File: src/rtl/reg_writeback_if.sv
// Register writeback bus: mode input, ALU write request, multi-load start,
// load data stream, and the register file / PC write port outputs.
// Latency and backpressure belong to the module using it; master = requester, slave = writeback unit.
interface reg_writeback_if;
  logic [4:0]  M;          // processor mode, sampled when a write is accepted

  logic        alu_valid;  // single register write request
  logic        alu_ready;
  logic [3:0]  alu_addr;
  logic [31:0] alu_data;

  logic        ldm_start;  // multi-register load start
  logic        ldm_ready;
  logic [15:0] ldm_list;

  logic        mem_valid;  // load data word stream
  logic        mem_ready;
  logic [31:0] mem_data;

  logic [3:0]  w_addr;     // register file write port
  logic [31:0] w_data;
  logic        write_reg;
  logic        write_pc;   // PC write port
  logic [31:0] pc_data;
  logic        ldm_done;   // multi-load completion pulse
  logic        error;      // rejected write pulse

  modport master (
    output M, alu_valid, alu_addr, alu_data, ldm_start, ldm_list, mem_valid, mem_data,
    input  alu_ready, ldm_ready, mem_ready, w_addr, w_data, write_reg, write_pc, pc_data,
           ldm_done, error
  );

  modport slave (
    input  M, alu_valid, alu_addr, alu_data, ldm_start, ldm_list, mem_valid, mem_data,
    output alu_ready, ldm_ready, mem_ready, w_addr, w_data, write_reg, write_pc, pc_data,
           ldm_done, error
  );
endinterface

File: src/rtl/reg_writeback.sv
// Register writeback unit: routes ALU writes and multi-register load words to the register file or PC.
// Latency: a write accepted at edge N appears on the write port from N to N+1 (registered).
// Backpressure: ALU accepted only in IDLE, ldm_start only in IDLE with no ALU request, load words only in LDM.
// Ports: clk (rising edge), rst (async, active-low), bus (reg_writeback_if.slave).
module reg_writeback #(
  parameter bit PC_ALIGN = 1'b1  // force pc_data[1:0] to 0 on every PC write
) (
  input logic           clk,
  input logic           rst,
  reg_writeback_if.slave bus
);

  typedef enum logic {IDLE, LDM} state_t;

  state_t      state_q, state_d;
  logic [15:0] list_q, list_d;
  logic        rdy_q, rdy_d;         // IDLE-ready; low until the first edge after reset
  logic        mem_rdy_q, mem_rdy_d;
  logic [3:0]  w_addr_q, w_addr_d;
  logic [31:0] w_data_q, w_data_d;
  logic [31:0] pc_data_q, pc_data_d;
  logic        write_reg_q, write_reg_d;
  logic        write_pc_q, write_pc_d;
  logic        ldm_done_q, ldm_done_d;
  logic        error_q, error_d;

  logic        alu_fire, ldm_fire, mem_fire, wr_fire, mode_bad;
  logic [3:0]  ldm_idx, wr_addr;
  logic [31:0] wr_data;
  logic [15:0] list_rest;

  // ALU requests win over ldm_start, so ldm_ready drops combinationally on alu_valid.
  assign bus.alu_ready = rdy_q;
  assign bus.ldm_ready = rdy_q & ~bus.alu_valid;
  assign bus.mem_ready = mem_rdy_q;
  assign bus.w_addr    = w_addr_q;
  assign bus.w_data    = w_data_q;
  assign bus.pc_data   = pc_data_q;
  assign bus.write_reg = write_reg_q;
  assign bus.write_pc  = write_pc_q;
  assign bus.ldm_done  = ldm_done_q;
  assign bus.error     = error_q;

  assign alu_fire = bus.alu_valid & rdy_q;
  assign ldm_fire = bus.ldm_start & rdy_q & ~bus.alu_valid;
  assign mem_fire = bus.mem_valid & mem_rdy_q;
  assign wr_fire  = alu_fire | mem_fire;
  assign wr_addr  = alu_fire ? bus.alu_addr : ldm_idx;
  assign wr_data  = alu_fire ? bus.alu_data : bus.mem_data;

  // Clearing the lowest set bit: x & (x - 1).
  assign list_rest = list_q & (list_q - 16'd1);

  // Lowest set bit of the remaining load list (scan from the top so the lowest wins).
  always_comb begin
    ldm_idx = 4'd0;
    for (int i = 15; i >= 0; i--) begin
      if (list_q[i]) ldm_idx = 4'(i);
    end
  end

  // Modes that may not write registers; mode 1010 additionally protects r14.
  always_comb begin
    mode_bad = 1'b0;
    if (!bus.M[4]) begin
      mode_bad = 1'b1;
    end else begin
      case (bus.M[3:0])
        4'b0100, 4'b0101, 4'b1000, 4'b1001,
        4'b1100, 4'b1101, 4'b1110: mode_bad = 1'b1;
        4'b1010:                   mode_bad = (wr_addr == 4'd14);
        default:                   mode_bad = 1'b0;
      endcase
    end
  end

  always_comb begin
    state_d     = state_q;
    list_d      = list_q;
    rdy_d       = rdy_q;
    mem_rdy_d   = mem_rdy_q;
    w_addr_d    = w_addr_q;
    w_data_d    = w_data_q;
    pc_data_d   = pc_data_q;
    write_reg_d = 1'b0;
    write_pc_d  = 1'b0;
    ldm_done_d  = 1'b0;
    error_d     = 1'b0;

    // PC writes ignore the mode; rejected register writes leave the port values untouched.
    if (wr_fire) begin
      if (wr_addr == 4'd15) begin
        write_pc_d = 1'b1;
        pc_data_d  = PC_ALIGN ? {wr_data[31:2], 2'b00} : wr_data;
      end else if (mode_bad) begin
        error_d = 1'b1;
      end else begin
        write_reg_d = 1'b1;
        w_addr_d    = wr_addr;
        w_data_d    = wr_data;
      end
    end

    case (state_q)
      IDLE: begin
        rdy_d     = 1'b1;
        mem_rdy_d = 1'b0;
        if (ldm_fire) begin
          if (bus.ldm_list == 16'd0) begin
            ldm_done_d = 1'b1;
          end else begin
            list_d    = bus.ldm_list;
            state_d   = LDM;
            rdy_d     = 1'b0;
            mem_rdy_d = 1'b1;
          end
        end
      end
      LDM: begin
        // A rejected word still consumes its list bit.
        if (mem_fire) begin
          list_d = list_rest;
          if (list_rest == 16'd0) begin
            state_d    = IDLE;
            rdy_d      = 1'b1;
            mem_rdy_d  = 1'b0;
            ldm_done_d = 1'b1;
          end
        end
      end
      default: begin
        state_d   = IDLE;
        rdy_d     = 1'b0;
        mem_rdy_d = 1'b0;
      end
    endcase
  end

  always_ff @(posedge clk or negedge rst) begin
    if (!rst) begin
      state_q     <= IDLE;
      list_q      <= 16'd0;
      rdy_q       <= 1'b0;
      mem_rdy_q   <= 1'b0;
      w_addr_q    <= 4'd0;
      w_data_q    <= 32'd0;
      pc_data_q   <= 32'd0;
      write_reg_q <= 1'b0;
      write_pc_q  <= 1'b0;
      ldm_done_q  <= 1'b0;
      error_q     <= 1'b0;
    end else begin
      state_q     <= state_d;
      list_q      <= list_d;
      rdy_q       <= rdy_d;
      mem_rdy_q   <= mem_rdy_d;
      w_addr_q    <= w_addr_d;
      w_data_q    <= w_data_d;
      pc_data_q   <= pc_data_d;
      write_reg_q <= write_reg_d;
      write_pc_q  <= write_pc_d;
      ldm_done_q  <= ldm_done_d;
      error_q     <= error_d;
    end
  end

endmodule

File: src/flat_wrapper.sv
// flat-port wrapper written by rule: the top's interface ports become plain ports
module reg_writeback_flat 
#(
  parameter bit PC_ALIGN = 1'b1                                              
)
  (clk, rst, bus_M, bus_alu_valid, bus_alu_addr, bus_alu_data, bus_ldm_start, bus_ldm_list, bus_mem_valid, bus_mem_data, bus_alu_ready, bus_ldm_ready, bus_mem_ready, bus_w_addr, bus_w_data, bus_write_reg, bus_write_pc, bus_pc_data, bus_ldm_done, bus_error);
  reg_writeback_if bus_i ();
  input logic clk;
  input logic rst;
  input wire logic [$bits(bus_i.M)-1:0] bus_M;
  input wire logic [$bits(bus_i.alu_valid)-1:0] bus_alu_valid;
  input wire logic [$bits(bus_i.alu_addr)-1:0] bus_alu_addr;
  input wire logic [$bits(bus_i.alu_data)-1:0] bus_alu_data;
  input wire logic [$bits(bus_i.ldm_start)-1:0] bus_ldm_start;
  input wire logic [$bits(bus_i.ldm_list)-1:0] bus_ldm_list;
  input wire logic [$bits(bus_i.mem_valid)-1:0] bus_mem_valid;
  input wire logic [$bits(bus_i.mem_data)-1:0] bus_mem_data;
  output wire logic [$bits(bus_i.alu_ready)-1:0] bus_alu_ready;
  output wire logic [$bits(bus_i.ldm_ready)-1:0] bus_ldm_ready;
  output wire logic [$bits(bus_i.mem_ready)-1:0] bus_mem_ready;
  output wire logic [$bits(bus_i.w_addr)-1:0] bus_w_addr;
  output wire logic [$bits(bus_i.w_data)-1:0] bus_w_data;
  output wire logic [$bits(bus_i.write_reg)-1:0] bus_write_reg;
  output wire logic [$bits(bus_i.write_pc)-1:0] bus_write_pc;
  output wire logic [$bits(bus_i.pc_data)-1:0] bus_pc_data;
  output wire logic [$bits(bus_i.ldm_done)-1:0] bus_ldm_done;
  output wire logic [$bits(bus_i.error)-1:0] bus_error;
  assign bus_i.M = bus_M;
  assign bus_i.alu_valid = bus_alu_valid;
  assign bus_i.alu_addr = bus_alu_addr;
  assign bus_i.alu_data = bus_alu_data;
  assign bus_i.ldm_start = bus_ldm_start;
  assign bus_i.ldm_list = bus_ldm_list;
  assign bus_i.mem_valid = bus_mem_valid;
  assign bus_i.mem_data = bus_mem_data;
  assign bus_alu_ready = bus_i.alu_ready;
  assign bus_ldm_ready = bus_i.ldm_ready;
  assign bus_mem_ready = bus_i.mem_ready;
  assign bus_w_addr = bus_i.w_addr;
  assign bus_w_data = bus_i.w_data;
  assign bus_write_reg = bus_i.write_reg;
  assign bus_write_pc = bus_i.write_pc;
  assign bus_pc_data = bus_i.pc_data;
  assign bus_ldm_done = bus_i.ldm_done;
  assign bus_error = bus_i.error;
  reg_writeback #(.PC_ALIGN(PC_ALIGN)) u_core (.clk(clk), .rst(rst), .bus(bus_i));
endmodule
File: config.mk
export PLATFORM = sky130hd
export DESIGN_NAME = reg_writeback_flat
export DESIGN_NICKNAME = d
export VERILOG_FILES = /design/src/rtl/reg_writeback_if.sv /design/src/rtl/reg_writeback.sv /design/src/flat_wrapper.sv
export SDC_FILE = /design/constraint.sdc
export NUM_CORES = 1
export LEC_CHECK = 0
export ABC_AREA = 0
export CORE_MARGIN = 8
export CORE_UTILIZATION = 25
export DETAILED_ROUTE_END_ITERATION = 6
export PLACE_DENSITY_LB_ADDON = 0.08
export SYNTH_ARGS = -nofsm -noshare
export SYNTH_HDL_FRONTEND = slang
export SYNTH_SLANG_ARGS = --single-unit
File: constraint.sdc
create_clock -name clk -period 2.25 [get_ports clk]
set_input_delay 0.225 -clock clk [delete_from_list [all_inputs] [get_ports clk]]
set_output_delay 0.225 -clock clk [all_outputs]
set_load 0.005 [all_outputs]
=== After elaboration in Yosys (flattened, before gate mapping) ===
Index checks and enable logic that the tools add are counted.

* Output and inout port bits: 75
* Input bits: 94
* Flip-flop bits (word level): 89

* Add/subtract/negate cells: 1
* Muxes and demuxes: 49
* Eq/ne operators: 14
* Reduce and logical (&&, ||, !) cells: 7
* Bitwise logic cells: 11

{| class="wikitable"
|+ Operators with widths
! cell !! count
|-
| two-way mux 4 bit || 17
|-
| two-way mux 16 bit || 3
|-
| equality test 4 bit, second input constant || 8
|-
| logical NOT 16 bit || 2
|-
| two-way mux 32 bit || 1
|-
| case mux 16 bit (2 select lines) || 1
|-
| two-way mux 1 bit || 22
|-
| bitwise AND 16 bit || 1
|-
| subtractor 16 x 1 -> 16 bit, second input constant || 1
|-
| case mux 1 bit (2 select lines) || 5
|-
| equality test 4 x 3 -> 1 bit, second input constant || 2
|-
| OR reduction 7 bit || 1
|-
| != test 2 bit, second input constant || 3
|-
| AND reduction 3 bit || 2
|-
| bitwise AND 1 bit || 5
|-
| inverter 1 bit || 4
|-
| AND reduction 2 bit || 2
|-
| != test 2 x 1 -> 1 bit, second input constant || 1
|-
| OR 1 bit || 1
|}

=== Logic depth before layout (Yosys ltp) ===
* Depth in word-level cells: 23
* Mapped depth: 9

=== Worst setup path before layout ===
No wires, ideal clock.

* Path type: register -> register
* From: reg u_core.list_q[2]
* To: reg u_core.pc_data_q[16] (netlist: u_core.bus.pc_data[16])
* Required time: 2.125 ns
* Setup time: 0.125 ns
* Path slack: -0.132 ns
* Arrival: 2.257 ns
* Cell stages (with the launch flop): 10
* Path buffers: 3
* Cells stage by stage: dfrtp_1 -> buf_6 -> nor4_4 -> nand2_2 -> o31ai_4 -> and3_1 -> buf_4 -> o211a_4 -> buf_6 -> mux2_2

* Cells in the longest elaborated chain, start to end: 6

{| class="wikitable"
|+ RTL lines
! element !! line !! text
|-
| start: declaration || reg_writeback.sv:16 || <nowiki>logic [15:0] list_q, list_d;</nowiki>
|-
| start signal: assignment || reg_writeback.sv:154 || <nowiki>list_q <= list_d;</nowiki>
|-
| two-way mux 4 bit (3 in series) || reg_writeback.sv:58 || <nowiki>if (list_q[i]) ldm_idx = 4'(i);</nowiki>
|-
| two-way mux 4 bit || reg_writeback.sv:48 || <nowiki>assign wr_addr = alu_fire ? bus.alu_addr : ldm_idx;</nowiki>
|-
| equality test 4 bit || reg_writeback.sv:92 || <nowiki>if (wr_addr == 4'd15) begin</nowiki>
|-
| AND reduction 2 bit (no line) || - ||
|-
| end signal: assignment || reg_writeback.sv:159 || <nowiki>pc_data_q <= pc_data_d;</nowiki>
|-
| end: declaration || reg_writeback.sv:21 || <nowiki>logic [31:0] pc_data_q, pc_data_d;</nowiki>
|}

No other way between the ends.
A chain may end at the register's enable or synchronous reset.

=== Final worst setup path ===
* From: reg u_core.list_q[14]
* To: reg u_core.pc_data_q[29] (netlist: u_core.bus.pc_data[29])

* Cells in the longest elaborated chain, start to end: 18

{| class="wikitable"
|+ RTL lines
! element !! line
|-
| two-way mux 4 bit (15 in series) || reg_writeback.sv:58
|-
| two-way mux 4 bit || reg_writeback.sv:48
|-
| equality test 4 bit || reg_writeback.sv:92
|-
| AND reduction 2 bit (no line) || -
|}

No other way between the ends.

==> out/metrics.yaml <==
mostFrequentLayoutCell: "clkdlybuf4s50_1"
cts_buffers: 9
synth-seq-cells: 89
ff_latch_area_um2: 2230
max_freq_mhz: 433
path_cells: "buf_4 -> nand2b_1 -> a221oi_2 -> o2111ai_2 -> buf_4 -> nor2_2 -> o211a_4 -> buf_12 -> mux2_2"
r2r-start: "u_core.list_q[14]"
grt_overflow: 0
clock_skew_ps: 8.22
largest_reg_flops: 32
critPathBufInv: 3
critical_path.max_fanout: 10
synth-seq-area-share_pct: 48.8
p_int_uw: 6000
placed_cell_area_um2: 6960
peakVddDrop_mv: 0.454
cp_slowest_cell: "dfrtp_1"
rsz0062_at_grt: "true"
multi_input_area_um2: 2290
critPathRequiredTime_ps: 2470
ys_top_cells_by_area: "dfrtp_1, nand2_1, mux2_4"
fin_crit_ps: 2310
r2r_end: "u_core.bus.pc_data[29]"
die_w_um: 151
wl_per_cell_um: 17.2
grt_pass1_wl_um: 22800
wl_um: 15700
drtAntennaViolNets: 0
pin_count: 169
final_cell_mix: "clkdlybuf4s50_1, nand2_1, dfrtp_1"
drtIter0Drc: 167
cp-end-kind: "register"
clock_latency_ps: 350
cp_top_family: "compound AO/OA/AOI/OAI gates"
startpoint_type: "register"
num_vias: 4086
setup_viol: 36
yosysWarnings: 0
first_global_vias: 4224
switchingPower_uw: 2910
hpwl_um: 11800
drt_pass1_iterations: 4
final_cell_area_um2: 7630
clock_sinks: 89
status: "finished, violations left"
syn_area_um2: 4570
p_sw_share_pct: 32.7
pwr-share-clk_pct: 19.1
grt_max_degree: 58
drive_gt1_share_pct: 28.0
synth_top_flop_cell: "dfrtp_1"
dieArea_um2: 22900
track_usage_pct: 13.0
p_total_uw: 8910
diodes: 0
root_buffer: "clkbuf_16"
async_flop_share_pct: 100
io_buffers: 166
syn_area_per_cell_um2: 10.5
maxCapViolations: 0
yosysTopAreaCellShare_pct: 48.8
antenna_found_initial: 0
fillers: 1727
max_slew_margin_pct: 63.6
powerDensity_nw_per_um2: 1170
critical_path_arrival_ps: 2530
finalHoldViolations: 0
path_class: "reg2reg"
reg2reg_depth: 9
pwr-share-comb_pct: 49.9
p_leak_uw: 0.00347
fp.dieH_um: 151
max-clock-path-buffers: 2
rows: 49
reg2reg_slack_ps: -60
finalNetCount: 770
ys_types: 55
clkSlewWorstSetupHoldPaths_ps: 70
power_frac_seq_pct: 31.1
crit_path_max_incr_delay_ps: 420
initial_core_util_pct: 25.4
cts_tree: "done"
finalCritPeriodShare_pct: 103
synth_top_cell_by_area: "dfrtp_1"
fin_tns_setup_ps: -957
layout_setup_ws_ps: -58.9
hp-class: "in2async"
drc: 0
violations: "setup timing"
place_congestion: 0.853
core_um2: 18000
htreeDepth: 3
finalMaxSlewViolations: 0
area_growth_syn_to_layout_pct: 67.0
path_common_cell: "buf_4"
worst_pin_slew_ps: 542
postSynthCellCount: 436
viasPerCell: 4.49
synth_edf_count: 0
## repair_timing
item,CTS,global route
setup buffers,5,4
gates cloned,1,4
resized for setup,16,27
pin swaps,5,7
hold buffers,1,0
setup endpoints to repair,64,78
endpoints found under the hold margin,32,0
## cell usage after synthesis, drive strengths merged (2+ instances only)
cell     number
clkbuf       12
maj3          2
nand3         5
nand4         4
a2bb2oi       2
nor2         14
mux2         62
buf          13
a21o          2
nand2b        4
a31oi         4
dfrtp        89
and2          4
o21ai        16
a22o         11
o22ai         2
nor2b         3
or3           5
o31ai         2
nor3          5
inv           6
nor4          9
o2111ai       2
nand2       130
o211a         2
a21oi         7
## how the worst max path moves through the flow
stage	slack, ps	cells after the start	end	startpoint
floorplan	-30	8	u_core.bus.pc_data[16]	u_core.list_q[3]
global placement	-330	8	u_core.bus.w_data[23]	bus_alu_valid
detailed placement	-350	8	u_core.bus.w_data[23]	bus_alu_valid
CTS	-70	8	u_core.bus.w_data[25]	u_core.list_q[0]
global route	-160	8	u_core.bus.pc_data[30]	u_core.list_q[6]
finish	-60	9	u_core.bus.pc_data[29]	u_core.list_q[14]
## per-stage QoR
stage | hold WS (ps) | utilization (%) | cells | worst slack [ps]
after global routing | 455 | 42.5 | 910 | -159
after CTS | 416 | 41.3 | 903 | -69.2
after floorplan | -70.6 | - | 437 | -29.9
final | 395 | 42.5 | 910 | -58.9
after global placement | 219 | 38.7 | 880 | -332
after detailed placement | 217 | 38.7 | 880 | -352
## cell type report
type	instances	area share, %
well taps	229	3.76
inverters	6	0.295
flip-flops and latches	89	29.3
clock buffers	9	2.95
multi-input cells	317	30.0
clock inverters	7	1.43
repair buffers	253	32.3
## per-layer routing
metal,GRT usage [%],up-vias,wire [um]
met3,2.93,12,897
met2,22.0,91,7790
met1,15.9,1988,6780
met5,0,-,0
li1,-,1995,-
met4,4.65,0,202
## cells by family after synthesis
kind of cell	synth area share (%)
flops	48.8
buf+inv	3.94
fa+ha+maj	0.438
mux	17.9
simple gates	18.5
other cells	0.0821
compound gates	10.4
## power groups by stage
stage               clock network (uW)  logic [uW]  registers (uW)
floorplan                            0        1820            2720
global route                      1820        4800            2860
finish                            1700        4440            2770
global placement                     0        4150            2760
CTS                               1770        4320            2750
detailed placement                   0        4140            2770
No activity file was read; power rests on OpenSTA's default activity.
==> variant: new RTL, same flow settings <==
`w_data_q` no longer has a reset.
--- a/src/rtl/reg_writeback.sv
+++ b/src/rtl/reg_writeback.sv
@@ -143,7 +143,6 @@
       rdy_q       <= 1'b0;
       mem_rdy_q   <= 1'b0;
       w_addr_q    <= 4'd0;
-      w_data_q    <= 32'd0;
       pc_data_q   <= 32'd0;
       write_reg_q <= 1'b0;
       write_pc_q  <= 1'b0;
@@ -155,7 +154,6 @@
       rdy_q       <= rdy_d;
       mem_rdy_q   <= mem_rdy_d;
       w_addr_q    <= w_addr_d;
-      w_data_q    <= w_data_d;
       pc_data_q   <= pc_data_d;
       write_reg_q <= write_reg_d;
       write_pc_q  <= write_pc_d;
@@ -164,5 +162,9 @@
     end
   end
 
+  always_ff @(posedge clk) begin
+    w_data_q <= w_data_d;
+  end
+
 endmodule
 
Formal check against the unedited RTL: differs if rst is asserted again (counterexample within 4 cycles, from zero or initial values and one cycle with rst low); with rst held inactive, the same outputs for 4 cycles.
==> variant against the unedited design <==
Worst setup slack gained 30 ps. Combinational power shrank 18%. Cell count shrank 5.5%. Critical path depth is the same. Count of clock-buffer cells in the layout is the same. Sequential power shrank 13%. Routed wire length shrank 4.5%. Total power shrank 14%. Cell area shrank 5.3%. Clock power shrank 5%. Synthesized area shrank 3.6%. Die area shrank 3.2%. Sequential cell count is the same. The flow still finishes with violations (negative setup slack).
==> variant: results (changes against the unedited design) <==
Setup WS post-layout: -29.2 ps (+29.7 ps)
Synth Instances: 404 (-7.3%)
Synth Area in Compound Gates: 0.111 (+0.00727)
placed cells: 830 (-5.7%)
post-synthesis sequential area ratio: 0.542 (+0.0545)
mux cell area share after synthesis: 0.108 (-0.0706)
peak supply drop: 0.388 mV (-14%)
# setup viols final: 39 (+8.3%)
violated checks: negative setup slack
Finished Layout Cells: 860 (-5.5%)
layout cell share with drive strength beyond 1: 0.227 (-0.0537)
DP Area: 6690 um^2 (-3.9%)
status: complete, but fails checks
fill cell count: 1636 (-5.3%)
worst slack, placed: -68.4 ps (+284 ps)
Adder-Cell Fraction of Synth Area: 0.00227 (-0.00211)
Synth area leaders: dfrtp_1 (32%), edfxtp_1 (22%), nand2_1 (10%)
Post-synth top cells: nand2_1 (123), dfrtp_1 (57), edfxtp_1 (32), mux2_4 (29), nor2_1 (21)
Crit Path Max Fanout: 14 (+4)
Final #Nets: 724 (-6.0%)
largest net degree at the start of global routing: 34 (-41%)
Setup Skew: 8.12 ps (-0.108 ps)
gpl congestion: 0.862 (+0.97%)
routed len/inst: 17.4 um (+1.1%)
setup TNS: -761 ps (+196 ps)
total track usage: 0.136 (+0.00602)
leak pwr: 3.07 nW (-11%)
first-pass GRT wire length: 23500 um (+3.1%)
-- variant: cell count changes in the layout (fill, tap and decap cells not counted), moves of 8 or more --
cell	before	now
mux2_2	17	0
dfrtp_1	83	55
edfxtp_1	0	32
buf_4	72	58
mux2_4	44	30
nor2_1	12	20
-- variant: area by class of cell --
| class | instances | area [um^2] | area share |
|---|---|---|---|
| clock buffers | 9 | 225 | 0.0312 |
| clock inverters | 7 | 92.6 | 0.0128 |
| well taps | 225 | 282 | 0.0389 |
| flip-flops and latches | 89 | 2390 | 0.331 |
| repair buffers | 235 | 2310 | 0.320 |
| inverters | 5 | 18.8 | 0.00260 |
| multi-input cells | 290 | 1910 | 0.264 |
-- variant: path summary, 6_finish.rpt --
kind / to / slack (ps) / depth (start not counted)
hold / removal: u_core.list_q[15] / 320 / 2
setup reg to reg: u_core.bus.w_data[7] / -30 / 9
max in group asynchronous: u_core.list_q[0] / 1280 / 3
setup / recovery: u_core.bus.w_data[7] / -30 / 9
hold reg to reg: u_core.bus.w_addr[2] / 510 / 1
min in group clk: u_core.list_q[13] / 500 / 3
-- variant: power by group --
| group | internal [mW] | switching [mW] | leakage [nW] |
|---|---|---|---|
| Sequential | 2.13 | 0.290 | 1.03 |
| Combinational | 2.06 | 1.59 | 1.89 |
| Clock | 0.972 | 0.648 | 0.151 |
-- variant: worst max-delay path, delay by kind of cell, from the launching register on --
family                 cells  cell delay (ps)
AND/OR/NAND/NOR            2              560
flip-flops                 1              410
AO/OA/AOI/OAI              3              410
buffers and inverters      4              590
-- variant: timing repair --
action                                  CTS  global route
hold endpoints to repair                 12             0
hold buffers                              1             0
pin swaps                                 5             6
resized for setup                         5             6
cloned                                    1             2
endpoints found under the setup margin   33            66
setup buffers                             5             5
-- variant: layer usage --
metal,part of all wire,routed length (um),GRT usage,up-vias
met5,0,0,0,-
met4,0.012,186,0.0444,0
met3,0.080,1190,0.0410,10
met2,0.45,6760,0.213,126
met1,0.46,6830,0.176,1788
li1,-,-,-,1878
-- variant: cells by family after synthesis --
kind of cell    after synthesis
simple gates                187
flops                        89
compound gates               67
mux                          33
buf+inv                      26
fa+ha+maj                     1
other cells                   1
